--- src/rtl/phase_scheduler_if.sv ---
// rtl/phase_scheduler_if.sv - signal bundle between the intersection controller and the phase scheduler
interface phase_scheduler_if #(
   parameter int CW = 7
);
   logic          tick;
   logic          A_Traffic;
   logic          B_Traffic;
   logic          A_Req;
   logic          B_Req;
   logic [1:0]    A_Light;
   logic [1:0]    B_Light;
   logic [CW-1:0] second;
   logic [2:0]    phase;
   logic          preempt;

   modport master (
      output tick, A_Traffic, B_Traffic, A_Req, B_Req,
      input  A_Light, B_Light, second, phase, preempt
   );

   modport slave (
      input  tick, A_Traffic, B_Traffic, A_Req, B_Req,
      output A_Light, B_Light, second, phase, preempt
   );
endinterface

--- src/rtl/phase_scheduler.sv ---
// rtl/phase_scheduler.sv - two-approach green/yellow/all-red scheduler with force requests and idle-green cutoff
module phase_scheduler #(
   parameter int CW         = 7,
   parameter int GREEN_A    = 90,
   parameter int GREEN_B    = 30,
   parameter int YELLOW     = 5,
   parameter int ALLRED     = 2,
   parameter int MIN_GREEN  = 10,
   parameter int IDLE_LIMIT = 5
) (
   input logic               CLK,
   input logic               R,
   phase_scheduler_if.slave  bus
);
   typedef enum logic [2:0] {
      AG = 3'd0,
      AY = 3'd1,
      AR = 3'd2,
      BG = 3'd3,
      BY = 3'd4,
      BR = 3'd5
   } state_t;

   localparam int IW = $clog2(IDLE_LIMIT + 1);

   localparam logic [CW:0]   GA_N   = (CW+1)'(GREEN_A);
   localparam logic [CW:0]   GB_N   = (CW+1)'(GREEN_B);
   localparam logic [CW:0]   Y_N    = (CW+1)'(YELLOW);
   localparam logic [CW:0]   AR_N   = (CW+1)'(ALLRED);
   localparam logic [CW:0]   MIN_N  = (CW+1)'(MIN_GREEN);
   localparam logic [IW:0]   IDLE_N = (IW+1)'(IDLE_LIMIT);
   localparam logic [IW-1:0] IDLE_MAX = IW'(IDLE_LIMIT);

   state_t        state, state_nx;
   logic [CW-1:0] sec, sec_nx;
   logic [IW-1:0] idle_a, idle_a_nx, idle_b, idle_b_nx;
   logic          pre, pre_nx;

   logic [CW:0]   n;
   logic [IW:0]   idle_a_n, idle_b_n;
   logic          trunc_a, expire_a, idle_end_a;
   logic          trunc_b, expire_b, idle_end_b;

   // n is the second count including the current tick, one bit wider so it never wraps
   assign n        = {1'b0, sec} + 1'b1;
   assign idle_a_n = {1'b0, idle_a} + 1'b1;
   assign idle_b_n = {1'b0, idle_b} + 1'b1;

   assign trunc_a    = bus.B_Req && (n >= MIN_N);
   assign expire_a   = !bus.A_Req && (n >= GA_N);
   assign idle_end_a = !bus.A_Req && (idle_a_n >= IDLE_N) && bus.B_Traffic && (n >= MIN_N);

   assign trunc_b    = bus.A_Req && (n >= MIN_N);
   assign expire_b   = !bus.B_Req && (n >= GB_N);
   assign idle_end_b = !bus.B_Req && (idle_b_n >= IDLE_N) && bus.A_Traffic && (n >= MIN_N);

   always_comb begin
      state_nx  = state;
      sec_nx    = sec;
      idle_a_nx = idle_a;
      idle_b_nx = idle_b;
      pre_nx    = pre;

      case (state)
         AG: if (bus.tick && (trunc_a || expire_a || idle_end_a)) begin
            state_nx = AY;
            pre_nx   = trunc_a;
         end
         AY: if (bus.tick && (n == Y_N)) state_nx = AR;
         AR: if (bus.tick && (n == AR_N)) begin
            state_nx = BG;
            pre_nx   = 1'b0;
         end
         BG: if (bus.tick && (trunc_b || expire_b || idle_end_b)) begin
            state_nx = BY;
            pre_nx   = trunc_b;
         end
         BY: if (bus.tick && (n == Y_N)) state_nx = BR;
         BR: if (bus.tick && (n == AR_N)) begin
            state_nx = AG;
            pre_nx   = 1'b0;
         end
         default: begin
            state_nx = AG;
            pre_nx   = 1'b0;
         end
      endcase

      // Phase entry restarts all per-phase counters; otherwise advance on tick
      if (state_nx != state) begin
         sec_nx    = '0;
         idle_a_nx = '0;
         idle_b_nx = '0;
      end else if (bus.tick) begin
         sec_nx = (sec == '1) ? sec : sec + 1'b1;
         if (state == AG)
            idle_a_nx = bus.A_Traffic ? '0 : ((idle_a == IDLE_MAX) ? idle_a : idle_a + 1'b1);
         if (state == BG)
            idle_b_nx = bus.B_Traffic ? '0 : ((idle_b == IDLE_MAX) ? idle_b : idle_b + 1'b1);
      end
   end

   always_ff @(posedge CLK or negedge R) begin
      if (!R) begin
         state  <= AG;
         sec    <= '0;
         idle_a <= '0;
         idle_b <= '0;
         pre    <= 1'b0;
      end else begin
         state  <= state_nx;
         sec    <= sec_nx;
         idle_a <= idle_a_nx;
         idle_b <= idle_b_nx;
         pre    <= pre_nx;
      end
   end

   always_comb begin
      bus.A_Light = 2'b00;
      bus.B_Light = 2'b00;
      case (state)
         AG:      bus.A_Light = 2'b10;
         AY:      bus.A_Light = 2'b01;
         BG:      bus.B_Light = 2'b10;
         BY:      bus.B_Light = 2'b01;
         default: ;
      endcase
   end

   assign bus.second  = sec;
   assign bus.phase   = state;
   assign bus.preempt = pre;
endmodule

--- src/flat_wrapper.sv ---
// flat-port wrapper written by rule: the top's interface ports become plain ports
module phase_scheduler_flat 
#(
   parameter int CW         = 7,
   parameter int GREEN_A    = 90,
   parameter int GREEN_B    = 30,
   parameter int YELLOW     = 5,
   parameter int ALLRED     = 2,
   parameter int MIN_GREEN  = 10,
   parameter int IDLE_LIMIT = 5
)
  (CLK, R, bus_tick, bus_A_Traffic, bus_B_Traffic, bus_A_Req, bus_B_Req, bus_A_Light, bus_B_Light, bus_second, bus_phase, bus_preempt);
  phase_scheduler_if #(.CW(CW)) bus_i ();
  input logic CLK;
  input logic R;
  input wire logic [$bits(bus_i.tick)-1:0] bus_tick;
  input wire logic [$bits(bus_i.A_Traffic)-1:0] bus_A_Traffic;
  input wire logic [$bits(bus_i.B_Traffic)-1:0] bus_B_Traffic;
  input wire logic [$bits(bus_i.A_Req)-1:0] bus_A_Req;
  input wire logic [$bits(bus_i.B_Req)-1:0] bus_B_Req;
  output wire logic [$bits(bus_i.A_Light)-1:0] bus_A_Light;
  output wire logic [$bits(bus_i.B_Light)-1:0] bus_B_Light;
  output wire logic [$bits(bus_i.second)-1:0] bus_second;
  output wire logic [$bits(bus_i.phase)-1:0] bus_phase;
  output wire logic [$bits(bus_i.preempt)-1:0] bus_preempt;
  assign bus_i.tick = bus_tick;
  assign bus_i.A_Traffic = bus_A_Traffic;
  assign bus_i.B_Traffic = bus_B_Traffic;
  assign bus_i.A_Req = bus_A_Req;
  assign bus_i.B_Req = bus_B_Req;
  assign bus_A_Light = bus_i.A_Light;
  assign bus_B_Light = bus_i.B_Light;
  assign bus_second = bus_i.second;
  assign bus_phase = bus_i.phase;
  assign bus_preempt = bus_i.preempt;
  phase_scheduler #(.CW(CW), .GREEN_A(GREEN_A), .GREEN_B(GREEN_B), .YELLOW(YELLOW), .ALLRED(ALLRED), .MIN_GREEN(MIN_GREEN), .IDLE_LIMIT(IDLE_LIMIT)) u_core (.CLK(CLK), .R(R), .bus(bus_i));
endmodule
--- config.mk ---
export PLATFORM = sky130hd
export DESIGN_NAME = phase_scheduler_flat
export DESIGN_NICKNAME = d
export VERILOG_FILES = /design/src/rtl/phase_scheduler_if.sv /design/src/rtl/phase_scheduler.sv /design/src/flat_wrapper.sv
export SDC_FILE = /design/constraint.sdc
export NUM_CORES = 1
export LEC_CHECK = 0
export BUFFER_PORTS_ARGS = -buffer_cell sky130_fd_sc_hd__buf_2
export CAP_MARGIN = 10
export CORE_ASPECT_RATIO = 1.2
export CORE_UTILIZATION = 62
export CTS_CLUSTER_SIZE = 12
export DETAILED_ROUTE_END_ITERATION = 10
export PLACE_DENSITY = 0.89
export SLEW_MARGIN = 15
export SYNTH_ARGS = -nofsm -noshare
export SYNTH_HDL_FRONTEND = slang
export SYNTH_SLANG_ARGS = --single-unit
--- constraint.sdc ---
create_clock -name CLK -period 8.15 [get_ports CLK]
set_clock_uncertainty 0.15 [all_clocks]
set_input_delay 0.815 -clock CLK [delete_from_list [all_inputs] [get_ports CLK]]
set_output_delay 0.815 -clock CLK [all_outputs]
set_load 0.03 [all_outputs]
Word level (Yosys, flattened, before mapping):

Cells that the tools add are included.
Widths: inputs -> output; s select.

* muxes and demuxes: 26
* bitwise logic cells: 1
* equal/unequal tests: 17
* reductions and logical operators: 30
* add/sub/neg operators: 6
* order comparisons: 5

Operators by type and width (number)
* $mux 3: 16
* $mux 7: 3
* $pmux 3 s6: 1
* $logic_and 1x1->1: 14
* $eq 3x3->1 const B: 4
* $add 3x1->4 const B: 2
* $add 7x1->8 const B: 1
* $eq 8x2->1 const B: 1
* $eq 8x3->1 const B: 1
* $ge 4x3->1 const B: 2
* $ge 8x4->1 const B: 1
* $ge 8x5->1 const B: 1
* $ge 8x7->1 const B: 1
* $ne 2x1->1 const B: 4
* $pmux 2 s2: 2
* $add 7x1->7 const B: 1
* $eq 7x7->1 const B: 1
* $add 3x1->3 const B: 2
* $eq 3x2->1 const B: 2
* $ne 3x2->1 const B: 2
* $reduce_and 3->1: 2
* $reduce_bool 2->1: 3
* $logic_or 1x1->1: 4
* $pmux 1 s4: 1
* other kinds (9): 13

* output and inout bits: 15
* input port bits: 7
* register bits: 17

Logic depth before layout (Yosys ltp):

* depth in word-level cells: 12
* mapped depth: 11
* gate-level depth less buffers: 9

Worst setup path after synthesis:

No wires, ideal clock.

* path type: register to register
* start point: register u_core.sec[0] (netlist: u_core.bus.second[0])
* end point: register u_core.pre (netlist: u_core.bus.preempt)
* arrival time: 2.578 ns
* stages on the path, launching flop included: 10
* slack: 5.297 ns
* data required time: 7.875 ns
* buffers on the path: 1
* cell sequence: dfrtp_1 buf_2 inv_1 ha_1 o311a_1 nor3_2 nor3_1 or3_1 nand3_1 mux2_4

* cells in the longest elaborated chain, start to end: 8

Ends and longest elaborated chain
* start: declaration: RTL line phase_scheduler.sv:35 `logic [CW-1:0] sec, sec_nx;`
* start signal: assignment: RTL line phase_scheduler.sv:112 `sec <= sec_nx;`
* $add 7x1->8 *: RTL line phase_scheduler.sv:45 `assign n = {1'b0, sec} + 1'b1;`
* $ge 8x4->1 (tied with other cells)
* $logic_and 1x1->1, on equally long branches
* $logic_or 1x1->1, on equally long branches (2 in a row): RTL line phase_scheduler.sv:65, phase_scheduler.sv:74
* $logic_and 1x1->1, on equally long branches: RTL line phase_scheduler.sv:65, phase_scheduler.sv:74
* $ne 2x1->1 (no line)
* $reduce_and 4->1 (no line)
* end signal: assignment: RTL line phase_scheduler.sv:115 `pre <= pre_nx;`
* end: declaration: RTL line phase_scheduler.sv:37 `logic pre, pre_nx;`

Every way passes the cells marked *; elsewhere a longest branch is shown, timed or not. The select of a mux whose other input is x is not followed.
A chain may end at the register's enable or synchronous reset.

Worst setup path in the final report:

* start point: register u_core.sec[0] (netlist: u_core.bus.second[0])
* end point: register u_core.idle_a[2]

* cells in the longest elaborated chain, start to end: 11

Ends and longest elaborated chain
* $add 7x1->8 *: RTL line phase_scheduler.sv:45
* $ge 8x4->1 (tied with other cells)
* $logic_and 1x1->1, on equally long branches
* $logic_or 1x1->1, on equally long branches (2 in a row): RTL line phase_scheduler.sv:74, phase_scheduler.sv:65
* $logic_and 1x1->1, on equally long branches: RTL line phase_scheduler.sv:74, phase_scheduler.sv:65
* $mux 3, on equally long branches: RTL line phase_scheduler.sv:74, phase_scheduler.sv:65
* $pmux 3 s6 *: RTL line phase_scheduler.sv:64 `case (state)`
* $ne 3x3->1 *: RTL line phase_scheduler.sv:90 `if (state_nx != state) begin`
* $ne 3x2->1 (no line) / $reduce_bool 2->1 (equally long branches)
* $reduce_and 3->1 (no line)
* end signal: assignment: RTL line phase_scheduler.sv:113 `idle_a <= idle_a_nx;`
* end: declaration: RTL line phase_scheduler.sv:36 `logic [IW-1:0] idle_a, idle_a_nx, idle_b, idle_b_nx;`

Every way passes the cells marked *; elsewhere a longest branch is shown, timed or not.

==> summary.md <==
| Metric | Value |
|---|---|
| Starting Density | `65.6%` |
| WS Path Type | `flip-flop to flip-flop` |
| Area leader, netlist | `dfrtp_1` |
| Post-DP HPWL | `2.75 mm` |
| Seq/Total Area, Yosys | `25.4%` |
| CP required | `8220 ps` |
| Clock root buffer | `clkbuf_4` |
| H-tree lvl count | `1` |
| Routed wire length | `3.69 mm` |
| Antenna violations before repair | `0` |
| Synth area leaders | `dfrtp_1 25%, ha_1 6.7%, nor3_2 6.6%` |
| Slew headroom | `56.9%` |
| Placed cell count | `239` |
| Post-CTS sizing | `0` |
| Fmax | `305 MHz` |
| Status | `completed` |
| Post-Syn Nets | `213` |
| Final non-filler cell total | `243` |
| Worst setup path end | `u_core.idle_a[2]` |
| Vias per cell | `6.33` |
| Ys Warns | `0` |
| DRT iter0 DRCs | `61` |
| Max rail drop VDD | `189 uV` |
| Syn Area/Cell | `8.50 um2` |
| DIE HEIGHT | `58.9 um` |
| I/O Pins | `22` |
| Pins over their slew limit | `0` |
| Class of the worst hold path | `primary input to async pin` |
| Worst R2R End | `u_core.idle_a[2]` |
| Fin crit period | `3280 ps` |
| RSZ-0062 raised after global routing | `no` |
| CTS Hold Bufs | `0` |
| Sink Count | `17` |
| Post-synth top flop | `dfrtp_1` |
| Static Leak | `0.813 nW` |
| P per Cell Area | `339 nW/um2` |
| Full die area | `2920 um2` |
| Crit share post-route | `40.3%` |
| # diodes | `0` |
| Post-synth EDFFs | `0` |
| Rows | `20` |
| Async set-reset flop share out of synthesis | `100%` |
| R2r startpoint | `u_core.bus.second[0]` |
| Reg2Reg Depth | `8` |
| WL per Instance | `15.2 um` |
| Arr. time, crit path | `3350 ps` |
| Post-CTS setup buffers | `0` |
| Fin nets | `227` |
| Post-DRT Antenna Nets | `0` |
| Count leader, synth | `nand2_1` |
| DRC viols | `0` |
| CTS Buf Count | `3` |
| Placer Congestion | `0.826` |
| Synth Cell Area | `1680 um2` |
| Flop-to-flop setup slack | `4870 ps` |
| Synth cell count leaders | `18 x nand2_1, 17 x dfrtp_1, 15 x inv_1` |
| Max Cap Viol | `0` |
| Vias | `1538` |
| Fillers | `219` |
| FF+latch count, synth | `17` |
| Total Neg Setup Slack | `0 ps` |
| CP endpoint kind | `flip-flop` |
| Crit-path max FO | `13` |
| Synth Instances | `197` |
| Post-synth top area share | `25.4%` |
| CTS tree | `built` |
| First-pass GRT wire length | `6.06 mm` |
| Die Span X | `49.5 um` |
| Worst-skew pair later-pin latency | `310 ps` |
| Post-synth cell types | `58` |
| Vias in the first global route | `1433` |
| Clock Tree Buf Depth | `2` |
| Buffers added on ports | `21` |
| Total GRT Usage | `26.9%` |
| Hold Fails Final Rpt | `0` |
| Grt total ovfl | `0` |
| Final setup fails | `0` |
| Share of layout cells above drive strength 1 | `22.4%` |
| CTS clock-pin slew for the worst setup and hold paths | `110 ps` |
| Least-Margin Pin Slew | `645 ps` |
| DR pass1 iterations | `4` |
| Largest net degree at the start of global routing | `18` |
| Core area | `2550 um2` |
| Startpoint Class | `flip-flop` |
| Area Growth Syn to Fin | `5.45%` |
| CP Launch Point | `u_core.bus.second[0]` |
## registers in the layout, summed over array words and instances (netlist names)
signal,flops
u_core.bus.second,7
u_core.bus.phase,3
u_core.idle_a,3
u_core.idle_b,3
u_core.bus.preempt,1
## report_power, final
group / total [W] / switching [W] / internal, W
Sequential: 0.000182 / 0.0000691 / 0.000113
Clock: 0.0000488 / 0.0000297 / 0.0000191
Combinational: 0.000369 / 0.000227 / 0.000142
Total: 0.000599 / 0.000326 / 0.000273
## through the flow
step                util (%)  worst slack [ps]  hold WS [ps]  power [W]  cell area, um2
finish                  69.2              4870           262   0.000599            1770
detailed placement      68.2              4910           367   0.000548            1740
CTS                     69.2              4890           284   0.000597            1770
global placement        68.2              5080           342   0.000533            1740
global route            69.2              4690           290   0.000646            1770
floorplan                  -              5300           369   0.000480            1680
## cell families after synthesis
group / synth area share (%)
AO/OA/AOI/OAI: 21.7
XOR/XNOR: 2.61
adder cells (fa/ha/maj): 6.72
buffers and inverters: 8.44
flip-flops: 25.4
multiplexers: 3.96
AND/OR/NAND/NOR: 31.1
## critical path: stages, from the launching register on
cell	delay, ps
dfrtp_1	590
ha_1	550
xor2_1	170
o311a_1	330
nor3_2	260
nor3_1	120
o41ai_2	200
nand2_1	430
nor4b_2	380
## area by class of cell
type | instances | area [um2] | area share, %
multi-input combinational | 152 | 1110 | 62.7
sequential | 17 | 425 | 24.1
timing repair buffer | 21 | 105 | 5.95
inverter | 16 | 60.1 | 3.40
tap | 33 | 41.3 | 2.34
clock buffer | 4 | 26.3 | 1.49
## cell usage in the layout (no fill, tap or decap), types with 2 or more instances in the layout
master / count
a21boi_0: 2
a21boi_1: 3
a21oi_1: 14
a22oi_1: 2
a311oi_1: 2
a31oi_1: 4
and2_1: 3
buf_2: 21
clkbuf_4: 3
dfrtp_1: 17
ha_1: 9
inv_1: 15
mux2i_1: 4
nand2_1: 18
nand2b_1: 3
nand3_1: 4
nand4_1: 3
nor2_1: 7
nor2b_1: 5
nor3_1: 9
nor3_2: 11
nor3b_1: 3
o21ai_0: 4
o32ai_1: 2
or3_1: 5
or4_1: 2
xnor2_1: 3
xor2_1: 2
## worst min-delay path by stage
stage,end,slack (ps),startpoint,cells past startpoint
3_5_place_dp,u_core.bus.preempt,370,u_core.bus.preempt,1
4_1_cts,u_core.idle_b[1],280,R,1
2_1_floorplan,u_core.bus.phase[0],370,R,0
3_3_place_gp,u_core.bus.preempt,340,u_core.bus.preempt,1
5_1_grt,u_core.idle_a[0],290,R,1
6_report,u_core.idle_b[1],260,R,1
## metal layers
| layer | track usage, % | vias up | share of wire (%) |
|---|---|---|---|
| li1 | - | 742 | - |
| met1 | 31.0 | 756 | 44 |
| met2 | 52.1 | 35 | 52 |
| met3 | 1.81 | 5 | 3.1 |
| met4 | 9.80 | 0 | 1.1 |
| met5 | 0 | - | 0 |
(Power assumes the default switching activity.)
